`src/rtl/mant_arb_pkg.sv`:
```
// Shared types and constants for the FP-lane mantissa adder arbiter.
// Pipeline bundles are sized for up to eight requesters.
package mant_arb_pkg;

    localparam int MANT_W      = 23;
    localparam int NUM_REQ_DEF = 4;
    localparam int ID_W_MAX    = 3;

    function automatic int id_width(input int n);
        return (n > 1) ? $clog2(n) : 1;
    endfunction

    typedef struct packed {
        logic [ID_W_MAX-1:0] id;
        logic [MANT_W-1:0]   a;
        logic [MANT_W-1:0]   b;
    } s1_t;

    typedef struct packed {
        logic [ID_W_MAX-1:0] id;
        logic [MANT_W-1:0]   sum;
        logic                cout;
    } s2_t;

endpackage

```
`src/rtl/csa_23b.sv`:
```
// 23-bit carry-select mantissa adder used by the lane arbiter.
// Upper 11 bits are computed for both carry-ins and picked by the low carry.
module CSA_23b (
    input  logic [22:0] a,
    input  logic [22:0] b,
    output logic [22:0] sum,
    output logic        cout
);

    logic [12:0] lo;
    logic [11:0] hi0;
    logic [11:0] hi1;
    logic [11:0] hi;

    assign lo  = {1'b0, a[11:0]} + {1'b0, b[11:0]};
    assign hi0 = {1'b0, a[22:12]} + {1'b0, b[22:12]};
    assign hi1 = {1'b0, a[22:12]} + {1'b0, b[22:12]} + 12'd1;
    assign hi  = lo[12] ? hi1 : hi0;

    assign sum  = {hi[10:0], lo[11:0]};
    assign cout = hi[11];

endmodule

```
`src/rtl/mant_adder_arbiter_rr_arbiter.sv`:
```
// Combinational round-robin arbiter: scans from ptr upward with wrap.
// Reusable by other lane schedulers; gnt is one-hot or zero.
module rr_arbiter #(
    parameter int N   = 4,
    parameter int IDW = 2
) (
    input  logic [N-1:0]   req,
    input  logic [IDW-1:0] ptr,
    input  logic           en,
    output logic [N-1:0]   gnt,
    output logic [IDW-1:0] gnt_id
);

    logic found;

    always_comb begin
        gnt    = '0;
        gnt_id = '0;
        found  = 1'b0;
        if (en) begin
            for (int k = 0; k < N; k++) begin
                for (int j = 0; j < N; j++) begin
                    if (!found && req[j] &&
                        j == ((int'(ptr) + k) % N)) begin
                        found  = 1'b1;
                        gnt[j] = 1'b1;
                        gnt_id = IDW'(j);
                    end
                end
            end
        end
    end

endmodule

```
`src/rtl/mant_adder_arbiter.sv`:
```
// Shares one CSA_23b among NUM_REQ requesters: round-robin grant,
// operand register (S1), adder, result register (S2), valid/ready out.
module mant_adder_arbiter
    import mant_arb_pkg::*;
#(
    parameter int NUM_REQ = NUM_REQ_DEF,
    parameter int ID_W    = id_width(NUM_REQ)
) (
    input  logic                      clk,
    input  logic                      rst_n,
    input  logic [NUM_REQ-1:0]        req_valid,
    output logic [NUM_REQ-1:0]        req_ready,
    input  logic [NUM_REQ*MANT_W-1:0] req_a,
    input  logic [NUM_REQ*MANT_W-1:0] req_b,
    output logic                      resp_valid,
    input  logic                      resp_ready,
    output logic [ID_W-1:0]           resp_id,
    output logic [MANT_W-1:0]         resp_sum,
    output logic                      resp_cout,
    output logic                      busy
);

    s1_t               s1_q, s1_d;
    s2_t               s2_q, s2_d;
    logic              s1_valid_q, s1_valid_d;
    logic              s2_valid_q, s2_valid_d;
    logic [ID_W-1:0]   rr_ptr_q, rr_ptr_d;

    logic              s1_adv;
    logic              s2_adv;
    logic              arb_en;
    logic              transfer;
    logic [NUM_REQ-1:0] gnt;
    logic [ID_W-1:0]   gnt_id;
    logic [MANT_W-1:0] sel_a;
    logic [MANT_W-1:0] sel_b;
    logic [MANT_W-1:0] csa_sum;
    logic              csa_cout;

    always_comb begin
        s2_adv = !s2_valid_q || resp_ready;
        s1_adv = !s1_valid_q || s2_adv;
    end

    // Reset gates the grant so req_ready stays low while rst_n is held.
    assign arb_en = s1_adv && rst_n;

    rr_arbiter #(
        .N   (NUM_REQ),
        .IDW (ID_W)
    ) u_arb (
        .req    (req_valid),
        .ptr    (rr_ptr_q),
        .en     (arb_en),
        .gnt    (gnt),
        .gnt_id (gnt_id)
    );

    assign transfer = |gnt;

    always_comb begin
        sel_a = '0;
        sel_b = '0;
        for (int i = 0; i < NUM_REQ; i++) begin
            if (gnt[i]) begin
                sel_a = sel_a | req_a[i*MANT_W +: MANT_W];
                sel_b = sel_b | req_b[i*MANT_W +: MANT_W];
            end
        end
    end

    CSA_23b u_csa (
        .a    (s1_q.a),
        .b    (s1_q.b),
        .sum  (csa_sum),
        .cout (csa_cout)
    );

    always_comb begin
        s1_d       = s1_q;
        s2_d       = s2_q;
        s1_valid_d = s1_valid_q;
        s2_valid_d = s2_valid_q;
        rr_ptr_d   = rr_ptr_q;

        if (s2_adv) begin
            s2_valid_d = s1_valid_q;
            s2_d.id    = s1_q.id;
            s2_d.sum   = csa_sum;
            s2_d.cout  = csa_cout;
        end

        if (s1_adv) begin
            s1_valid_d = transfer;
            if (transfer) begin
                s1_d.id = ID_W_MAX'(gnt_id);
                s1_d.a  = sel_a;
                s1_d.b  = sel_b;
            end
        end

        if (transfer) begin
            if (gnt_id == ID_W'(NUM_REQ - 1)) begin
                rr_ptr_d = '0;
            end else begin
                rr_ptr_d = gnt_id + 1'b1;
            end
        end
    end

    always_ff @(posedge clk or negedge rst_n) begin
        if (!rst_n) begin
            s1_q       <= '0;
            s2_q       <= '0;
            s1_valid_q <= 1'b0;
            s2_valid_q <= 1'b0;
            rr_ptr_q   <= '0;
        end else begin
            s1_q       <= s1_d;
            s2_q       <= s2_d;
            s1_valid_q <= s1_valid_d;
            s2_valid_q <= s2_valid_d;
            rr_ptr_q   <= rr_ptr_d;
        end
    end

    assign req_ready  = gnt;
    assign resp_valid = s2_valid_q;
    assign resp_id    = ID_W'(s2_q.id);
    assign resp_sum   = s2_q.sum;
    assign resp_cout  = s2_q.cout;
    assign busy       = s1_valid_q || s2_valid_q;

endmodule

```
`config.mk`:
```
export PLATFORM = sky130hd
export DESIGN_NAME = mant_adder_arbiter
export DESIGN_NICKNAME = d
export VERILOG_FILES = /design/src/rtl/mant_arb_pkg.sv /design/src/rtl/csa_23b.sv /design/src/rtl/mant_adder_arbiter_rr_arbiter.sv /design/src/rtl/mant_adder_arbiter.sv
export SDC_FILE = /design/constraint.sdc
export NUM_CORES = 1
export LEC_CHECK = 0
export BUFFER_PORTS_ARGS = -buffer_cell sky130_fd_sc_hd__clkbuf_2
export CAP_MARGIN = 0
export CORE_MARGIN = 2
export CORE_UTILIZATION = 44
export DETAILED_ROUTE_END_ITERATION = 8
export GPL_ROUTABILITY_DRIVEN = 1
export PLACE_DENSITY = 0.78
export SLEW_MARGIN = 20
export SYNTH_ARGS = -nofsm -noshare
export SYNTH_HDL_FRONTEND = slang
export SYNTH_SLANG_ARGS = --single-unit
```
`constraint.sdc`:
```
create_clock -name clk -period 2.4 [get_ports clk]
set_input_delay 0.24 -clock clk [delete_from_list [all_inputs] [get_ports clk]]
set_output_delay 0.24 -clock clk [all_outputs]
set_load 0.05 [all_outputs]
```
---- Word-level counts from Yosys, hierarchy flattened ----
Cells that the tools add are included.
storage, ports and cells
  bits in registers ....................... 78
  bits in latches ......................... 0
  memory bits (writable) .................. 0
  ROM bits ................................ 0
  output and inout port bits .............. 32
  memories ................................ 0
cells by class
  $add $sub $neg .......................... 7
  multipliers ............................. 0
  div/mod/pow operators ................... 0
  $lt $le $gt $ge ......................... 0
  equality and inequality tests ........... 13
  shifts and indexed selects .............. 0
  mux-type cells .......................... 72
  bitwise gates (word level) .............. 9
  reduce and logical (&&, ||, !) cells .... 61
operators with widths
  cell                                            count
  two-way mux 23 bit                              8
  bitwise OR 23 bit                               6
  zero test 32 bit                                4
  two-way mux 1 bit                               46
  logical AND 1 bit                               32
  two-way mux 2 bit                               16
  == test 3 bit (first input constant)            6
  zero test 1 bit                                 17
  adder 12 x 12 -> 13 bit                         1
  adder 11 x 11 -> 12 bit                         1
  adder 12 x 1 -> 12 bit (second input constant)  1
  two-way mux 12 bit                              1
  == test 2 x 3 -> 1 bit (first input constant)   3
  OR reduction 2 bit                              3
  adder 2 x 1 -> 2 bit (second input constant)    2
  adder 2 bit (second input constant)             2
  == test 2 bit (first input constant)            2
  two-way mux 4 bit                               1
  OR reduction 4 bit                              1
  AND 1 bit (first input constant)                3
  logical OR 1 bit                                3
  == test 1 x 2 -> 1 bit (first input constant)   1
  == test 2 bit (second input constant)           1
  AND reduction 2 bit                             1

---- Logic depth before layout (Yosys ltp) ----
  word-level depth ........................ 87
  depth in mapped cells ................... 11

---- Hierarchy ----
From an unflattened synthesis, not the netlist that was laid out.
unflattened totals
  cells, all modules ...................... 573
  area, all modules ....................... 5449.0 um2
modules (own cells, without submodules)
  module              times used  cells an instance  area an instance (um2)  sequential area each (um2)
  mant_adder_arbiter  1           386                4017.6                  1951.9
  CSA_23b             1           164                1292.5                  0.0
  rr_arbiter          1           23                 138.9                   0.0

---- Worst setup path after synthesis ----
Ideal clock, no wire load.
  path type ............................... reg-to-reg
  from .................................... reg s1_q[12] (netlist bit)
  to ...................................... reg s2_q (netlist bit resp_sum[19])
  arrival ................................. 2564 ps
  setup slack ............................. -242 ps
  stages on the path, launching flop included .. 11
  cell sequence ........................... dfrtp_1 -> ha_1 -> fa_1 -> a21oi_1 -> nor4b_1 -> or4b_2 -> clkbuf_1 -> nand2b_1 -> nor2_1 -> xor2_1 -> a21oi_1
on the way
  longest elaborated chain between the ends .. 3
ends and longest elaborated chain
  what                       line                          source
  start, declared            mant_adder_arbiter.sv:23      s1_t s1_q, s1_d;
  start signal, assigned     mant_adder_arbiter.sv:113     s1_q <= '0;
  start signal, assigned     mant_adder_arbiter.sv:119     s1_q <= s1_d;
  adder 11 x 11 -> 12 bit *  csa_23b.sv:16, csa_23b.sv:17
  adder 12 x 1 -> 12 bit     csa_23b.sv:17                 assign hi1 = {1'b0, a[22:12]} + {1'b0, b[22:12]} + 12'd1;
  two-way mux 12 bit *       csa_23b.sv:18                 assign hi = lo[12] ? hi1 : hi0;
  end signal, assigned       mant_adder_arbiter.sv:114     s2_q <= '0;
  end signal, assigned       mant_adder_arbiter.sv:120     s2_q <= s2_d;
  end, declared              mant_adder_arbiter.sv:24      s2_t s2_q, s2_d;
Mark *: on every way between the ends. The rest lies on a longest branch, timed or not.
A chain may end at the register's enable or synchronous reset.

---- Worst setup path after layout ----
  from .................................... reg s1_q[35] (netlist bit)
  to ...................................... reg s2_q (netlist bit resp_sum[22])
Same word-level chain as after synthesis.

==> run metrics <==
status finished with violations; violated checks design-rule violations, negative setup slack; Synth Register Bits 78; register area 1950 µm²; largest net degree at the start of global routing 78; worst-case clock buffer depth 2; Slew @ Worst Pin roughly 0.94 ns; drt total wl 16900 µm; final critical-path setup slack -0.268 ns; clock skew about 0.0081 ns; RSZ-0062 raised after global routing true; minimum clock period 2.67 ns; most frequent cells in the layout clkbuf_2, nand2_1, dfrtp_1, nor2_1, buf_4; initial antenna violation count 0; max_cap viols 0; multi-input logic area between 3000 and 4000 µm²; total grt overflow 0; Hold Vio Cnt, Final 0; commonest non-fill, non-tap cell in the layout clkbuf_2; CTS root buf clkbuf_16; clock-pin slew on the worst setup and hold paths 0.06 ns; yosys warns 0; router iterations before antenna repair 9; global-route usage over all layers a little over a quarter; via count 5515; Post-Layout Inst Area between 7000 and 8000 µm²; HP Class in2reg; H-tree level count 3; EDFF count, synth 0; Avg WL per Cell 17.4 µm; worst skew pair latency 0.34 ns; Die ar. roughly 12000 µm²; 1st-iter DRT viols 558; Finish-stage setup viols 7; dpl ws -0.224 ns; Chip Height 111 µm; Total Power roughly 14 mW; Fillers 917; vias in the first global route about 5400; gpl congestion 0.869; chip width approximately 110 µm; crit path capture type flip-flop; post-route core utilization 64.2%; Yosys cell types 59; fmax 375 MHz; IO buf count 222; Synth Instances 563; I/O pins 223; sequential area share after synthesis 38.8%; row count 39; worst vdd ir 1.19 mV; final net count 1039; WS Path Type reg2reg; worst path required time 2.62 ns; Initial Utilization between 40% and 50%; proportion of layout cells with a drive suffix above 1 42.6%; synthesized area 5030 µm²; Num Clock Sinks 78; # DRC 8; Synthesized Nets 780; CP Data Arrival Time 2.89 ns; top_reg_cell synth dfrtp_1; Antenna Cells 0; Pins Over Slew Limit 0; Placed Area about 6600 µm²; antenna viol nets, final 0; post-DP HPWL 12600 µm; total power divided by cell area between 1500 and 2000 nW/µm²; Setup crit start kind flip-flop; FFs w/ async S/R, synth 100%; CORE AREA 11300 µm²; Max FO, Critical Path 4; Avg Inst Size Synth 8.94 µm²; number of vias per cell 5.69; P_leak between 3 and 4 nW; worst rel slew slack 37.1%; global-route wire length before repair 26800 µm; CTS Buf Count 9; Final period util 111%; CTS tree yes; Layout area overhead 43.8%
[per-stage QoR]
| step | TNS, ns | hold WS, ns | cells |
|---|---|---|---|
| after floorplan | -0.0211 | -0.0556 | 563 |
| after global placement | -0.467 | 0.0454 | 943 |
| after detailed placement | -1.37 | 0.0464 | 943 |
| after CTS | -0.642 | 0.133 | 966 |
| after global routing | -1.78 | 0.144 | 970 |
| final | -1.04 | 0.132 | 970 |
[cells by family after synthesis]
| kind of cell | share of synthesized area [%] |
|---|---|
| muxes | 0.423 |
| adders and majority gates | 6.76 |
| xor gates and xnor gates | 4.35 |
| DFF | 38.8 |
| AOI/OAI and AO/OA | 26.5 |
| and+or+nand+nor | 18.3 |
| buffers and inverters | 4.87 |
[power breakdown]
| group | internal, mW | switching (mW) |
|---|---|---|
| Sequential | 2.06 | 0.471 |
| Combinational | 4.29 | 5.46 |
| Clock | 0.868 | 0.541 |
[critical path, stage by stage (launching register included)]
cell and delay [ns]:
dfrtp_1 0.39, ha_2 0.21, fa_2 0.58, ha_4 0.16, nand2b_4 0.05, nor4b_2 0.26
nor2_1 0.11, a2111oi_4 0.31, a31oi_1 0.18, nor3b_1 0.24, nor2_1 0.07
[cell usage after synthesis (6+ instances only)]
cell	number	area share, %
nor3_1	7	0.70
o21a_1	7	1.0
a21oi_1	24	2.4
clkbuf_1	29	2.2
ha_1	24	6.0
o21ai_0	25	2.5
buf_6	6	1.3
nand2_1	82	6.1
nor2_1	68	5.1
inv_1	13	0.97
a31oi_1	48	6.0
a222oi_1	46	9.1
nand2b_1	8	0.99
xor2_1	10	1.7
dfrtp_1	78	39
xnor2_1	15	2.6
[sequential cells by signal (all words and copies together), names as in the netlist]
register and cells:
s1_q 48, resp_valid 1, resp_cout 1, rr_ptr_q 2, s1_valid_q 1, resp_id 2, resp_sum 23
[path summary, 6_finish.rpt]
path                       startpoint      endpoint  slack (ns)  cells after the start
setup / recovery             s1_q[35]  resp_sum[22]       -0.27                     10
hold / removal              req_a[22]      s1_q[45]        0.13                      3
setup reg to reg             s1_q[35]  resp_sum[22]       -0.27                     10
hold reg to reg            resp_id[1]    resp_id[1]        0.48                      2
max in group asynchronous       rst_n    resp_valid        0.99                      3
min in group asynchronous       rst_n      s1_q[12]        0.24                      2
[cell type report]
class	count	area share (%)
inverters	13	0.674
multi-input cells	434	42.5
clock buffers	12	3.54
repair buffers	286	23.1
flip-flops and latches	78	27.0
well taps	143	2.47
clock inverters	4	0.726
[metal layers]
metal	vias up	GRT usage (%)	part of all wire (%)	wire length (µm)
li1	2641	-	-	-
met1	2592	36.3	43	7350
met2	260	46.3	49	8270
met3	22	2.73	6.2	1050
met4	0	7.75	1.4	233
met5	-	0	0	0
[repair_timing]
action / CTS / global route
gates resized for setup: 23 / 27
endpoints found under the setup margin: 17 / 18
endpoints found under the hold margin: 1 / 0
hold buffers: 1 / 0
pin swaps: 13 / 11
setup buffers: 6 / 4
No activity file was read; power rests on OpenSTA's default activity.
